## src/rtl/shift_reg_univ.sv

```systemverilog
// shift_reg_univ: WIDTH-bit universal shift register with parallel load,
// serial fill and a counted shift sequencer (shift/rotate, left/right).
// A single start runs N shifts autonomously and then pulses done for one cycle.
//
// Optional feature: define USR_ABORT_EN to add the abort port, which cancels
// a running sequence without a final shift and without a done pulse.
//
// Command semantics: load and start are one-cycle requests sampled on a
// rising edge only while busy=0 (the block is idle). A request presented
// while busy=1 is dropped, not queued. done is a single-cycle pulse, and a
// new start may be presented in that same cycle.
module shift_reg_univ #(
    parameter int WIDTH = 8,
    parameter int CNT_W = 4
) (
    input  logic             clk,
    input  logic             rst_n,
    input  logic             load,
    input  logic [WIDTH-1:0] data_in,
    input  logic             ser_in,
    input  logic [1:0]       mode,
    input  logic             start,
    input  logic [CNT_W-1:0] shift_cnt,
`ifdef USR_ABORT_EN
    input  logic             abort,
`endif
    output logic [WIDTH-1:0] q,
    output logic             ser_out,
    output logic             busy,
    output logic             done,
    output logic             state_dbg
);

    localparam logic [1:0] MODE_SHL = 2'b00;
    localparam logic [1:0] MODE_SHR = 2'b01;
    localparam logic [1:0] MODE_ROL = 2'b10;
    localparam logic [1:0] MODE_ROR = 2'b11;

    typedef enum logic {
        S_IDLE  = 1'b0,
        S_SHIFT = 1'b1
    } state_t;

    state_t             state;
    logic [1:0]         mode_q;
    logic [CNT_W-1:0]   cnt;
    logic [WIDTH-1:0]   nxt_q;
    logic               nxt_so;

    // Debug view of the sequencer state (1 = shifting).
    assign state_dbg = (state == S_SHIFT);

    // One shift step in the latched mode; ser_in is taken live each edge.
    always_comb begin
        nxt_q  = q;
        nxt_so = ser_out;
        case (mode_q)
            MODE_SHL: begin
                nxt_q  = {q[WIDTH-2:0], ser_in};
                nxt_so = q[WIDTH-1];
            end
            MODE_SHR: begin
                nxt_q  = {ser_in, q[WIDTH-1:1]};
                nxt_so = q[0];
            end
            MODE_ROL: begin
                nxt_q  = {q[WIDTH-2:0], q[WIDTH-1]};
                nxt_so = q[WIDTH-1];
            end
            MODE_ROR: begin
                nxt_q  = {q[0], q[WIDTH-1:1]};
                nxt_so = q[0];
            end
            default: begin
                nxt_q  = q;
                nxt_so = ser_out;
            end
        endcase
    end

    // Sequencer: idle accepts load/start, shift state counts down to done.
    always_ff @(posedge clk or negedge rst_n) begin
        if (!rst_n) begin
            state   <= S_IDLE;
            q       <= '0;
            ser_out <= 1'b0;
            busy    <= 1'b0;
            done    <= 1'b0;
            cnt     <= '0;
            mode_q  <= MODE_SHL;
        end else begin
            done <= 1'b0;
            case (state)
                S_IDLE: begin
                    // The load lands at this edge, so a same-cycle start
                    // shifts the freshly loaded value.
                    if (load) begin
                        q <= data_in;
                    end
                    if (start) begin
                        mode_q <= mode;
                        cnt    <= shift_cnt;
                        if (shift_cnt != '0) begin
                            state <= S_SHIFT;
                            busy  <= 1'b1;
                        end else begin
                            // Zero-length sequence completes immediately.
                            done <= 1'b1;
                        end
                    end
                end
                S_SHIFT: begin
`ifdef USR_ABORT_EN
                    if (abort) begin
                        // Cancel: no shift this edge, contents kept, no done.
                        state <= S_IDLE;
                        busy  <= 1'b0;
                        cnt   <= '0;
                    end else
`endif
                    begin
                        q       <= nxt_q;
                        ser_out <= nxt_so;
                        cnt     <= cnt - 1'b1;
                        if (cnt == CNT_W'(1)) begin
                            state <= S_IDLE;
                            busy  <= 1'b0;
                            done  <= 1'b1;
                        end
                    end
                end
                default: begin
                    state <= S_IDLE;
                    busy  <= 1'b0;
                end
            endcase
        end
    end

endmodule

```

## config.mk

```make
export PLATFORM = sky130hd
export DESIGN_NAME = shift_reg_univ
export DESIGN_NICKNAME = d
export VERILOG_FILES = /design/src/rtl/shift_reg_univ.sv
export SDC_FILE = /design/constraint.sdc
export NUM_CORES = 1
export LEC_CHECK = 0
export CAP_MARGIN = 20
export CORE_MARGIN = 2
export CORE_UTILIZATION = 32
export CTS_CLUSTER_DIAMETER = 200
export DETAILED_ROUTE_END_ITERATION = 7
export HOLD_SLACK_MARGIN = 0.12
export PLACE_DENSITY = 0.65
export REMOVE_ABC_BUFFERS = 1
export SLEW_MARGIN = 20
export SYNTH_ARGS = -nofsm -noshare
export SYNTH_HDL_FRONTEND = slang
export SYNTH_SLANG_ARGS = --single-unit
```

## constraint.sdc

```tcl
create_clock -name clk -period 1.1 [get_ports clk]
set_input_delay 0.22 -clock clk [delete_from_list [all_inputs] [get_ports clk]]
set_output_delay 0.22 -clock clk [all_outputs]
set_load 0.01 [all_outputs]
```

==> flow_summary.yaml <==
status:
  outcome: "complete, but fails checks"
  violations: "negative setup slack"
sta:
  hold_viol_final: 0
  setup_viol: 1
  tightest_slew_ns: 0.300
  drv_slew: 0
  max_freq_ghz: 0.892
  max-slew-margin-rel_pct: 79.9
  worst_hold_slack_ns: 0.250
  fin_ws_ns: -0.0204
  post-route-period-util_pct: 102
  rsz0062_at_grt: "true"
  finalClockSkew_ns: 0.00555
  min_period_ns: 1.12
die:
  die_h_um: 59.2
  io_pins: 31
  dieArea_mm2: 0.00350
  start_util_pct: 32.7
  fp-row-count: 20
  core_mm2: 0.00298
  die-width_um: 59.2
global_route:
  antenna_found_initial: 0
  grt.total_usage_pct: 14.3
  grt_pass1_vias: 862
  grt-ovfl-total: 0
  grt_pass1_wl_um: 3790
  grt_max_degree: 19
worst_setup_path:
  path_cells: "and2b_4 -> mux2_4"
  reg2reg_from: "state_dbg"
  r2r_end: "mode_q[1]"
  cpPeakStageDelay_ns: 0.43
  cp_slowest_cell: "dfrtp_1"
  crit_path_end_kind: "flop"
  start_kind: "flop"
  critical_path_required_ns: 1.29
  crit_fanout: 5
  worstRegToRegCells: 2
  worstSetupPathType: "reg2reg"
  ff2ff_setup_slack_ns: -0.02
  cp.arrival_ns: 1.31
synth:
  ys_top_cells_by_count: "dfrtp_1 (18), a211oi_1 (12), a21oi_1 (11), nor2b_1 (11), mux2i_1 (9)"
  yosysUniqueCellTypes: 21
  postSynthCellCount: 92
  synth_ff_type: "dfrtp_1"
  post-synth-top-count-cell: "dfrtp_1"
  netlist_area_um2: 973
  synth_largest_area_cell: "dfrtp_1"
  netlist.area_leader.share_pct: 46.3
  yosysWarningCount: 0
  yosys_register_bits: 18
  async_flop_share_pct: 100
  ys_seq_area_share_pct: 46.3
  synthTopCellsByArea: "dfrtp_1 (46%), mux2i_1 (9.3%), a211oi_1 (9.3%), nor2b_1 (7.1%), a21oi_1 (5.7%)"
  synth.avg_cell_area_um2: 10.6
  synth_edf_count: 0
placement:
  place_area_mm2: 0.00143
  gp_congestion: 0.790
  dpl_worst_slack_ns: -0.318
  numPortBuffers: 30
  hpwl_um: 1680
flow_run:
  cap_violations: 0
drt:
  vias: 869
  drc: 0
  firstDrtPassIters: 4
  finalWirelength_um: 2360
  drt_iter0_drc: 12
  ant_nets: 0
  wire_per_inst_um: 13.8
  viasPerCell: 5.08
clocking:
  clkLatencyLatePin_ns: 0.29
  clock_sinks: 18
  clockBufferDepth: 2
  cts-htree-levels: 1
  cts_tree: "yes"
  cts_hold_buf: 0
  cts_buffers: 3
  cts-root-buf: "clkbuf_4"
  clk_pin_slew_worst_paths_ns: 0.11
cells_and_area:
  drive_above_1_share_pct: 34.8
  final_area_mm2: 0.00150
  fin_util_pct: 50.5
  num-nets-final: 160
  diodes: 0
  syn2layout_area_growth_pct: 54.5
power_and_ir_drop:
  p_leak_nw: 0.657
  powerDensity_mw_per_mm2: 2530
  ir_drop_mv: 1.04
hold_path:
  hold_path_class: "in2async"
[power by group]
group / internal, mW / total, mW / switching [mW]
Combinational: 1.21 / 2.17 / 0.962
Clock: 0.202 / 0.412 / 0.211
Sequential: 0.987 / 1.22 / 0.235
Total: 2.40 / 3.80 / 1.41
[worst max-delay path: cells and delay by family (launching register included)]
kind / cells / cell delay [ns]
mux: 1 / 0.30
simple gates: 1 / 0.29
flops: 1 / 0.43
[worst max-delay path by stage]
stage / startpoint / end / slack [ns] / cells after the start
after floorplan: state_dbg / mode_q[1] / -0.36 / 2
after global placement: start / cnt[1] / -0.28 / 5
after detailed placement: start / cnt[1] / -0.32 / 5
after CTS: q[1] / q[1] / -0.02 / 5
after global routing: q[4] / q[4] / -0.04 / 5
final: state_dbg / mode_q[1] / -0.02 / 2
[area by class of cell]
class	count	area [um2]
well taps	33	41.3
flip-flops and latches	18	450
clock buffers	4	36.3
inverters	3	11.3
multi-input cells	66	529
fillers	302	1470
repair buffers	47	435
[kinds of logic (layout without fill, tap and decap cells)]
logic type	after synthesis	count (layout)	synth area share, %
AOI/OAI and AO/OA	30	30	19.3
and+or+nand+nor	22	22	15.0
xor gates and xnor gates	2	2	1.80
adders and majority gates	2	2	2.57
buffers and inverters	8	54	4.24
muxes	10	10	10.8
DFF	18	18	46.3
[cell usage in the layout (no fill, tap or decap), types with 2 or more instances in the layout]
cell type	synthesis	layout
buf_4	2	10
nor2_1	2	2
mux2i_1	9	9
buf_2	3	11
nor2b_4	1	2
a21oi_1	11	11
o21ai_0	3	3
nand2_1	4	4
a21o_1	2	2
clkdlybuf4s50_1	0	16
clkbuf_4	0	3
buf_12	0	3
o22ai_1	2	2
inv_1	3	2
xnor2_1	2	2
dlymetal6s2s_1	0	2
a211oi_1	12	6
dfrtp_1	18	18
nor2b_1	11	9
a211oi_2	0	6
buf_6	0	4
[flip-flops by register name (all words and copies together) (netlist names)]
signal     flops
cnt            4
done           1
ser_out        1
busy           1
mode_q         2
state_dbg      1
q              8
[metrics by stage]
step	total power [mW]	TNS (ns)	std cells
after floorplan	2.26	-1.59	87
after global placement	3.32	-3.85	164
after detailed placement	3.35	-4.11	164
after CTS	3.70	-0.0462	172
after global routing	4.10	-0.164	171
final	3.80	-0.0204	171
[metal layers]
metal | part of all wire [%] | global-route usage, % | vias to the layer above | routed length (um)
met1 | 46 | 18.9 | 411 | 1090
met2 | 46 | 22.4 | 31 | 1080
met3 | 6.8 | 5.02 | 4 | 160
met4 | 1.6 | 3.90 | 0 | 38
li1 | - | - | 423 | -
met5 | 0 | 0 | - | 0
[timing repair]
item | 4_1_cts | 5_1_grt
pin swaps | 3 | 5
buffers inserted | 4 | 1
gates resized for setup | 49 | 19
endpoints found under the setup margin | 13 | 15
(Power assumes the default switching activity.)
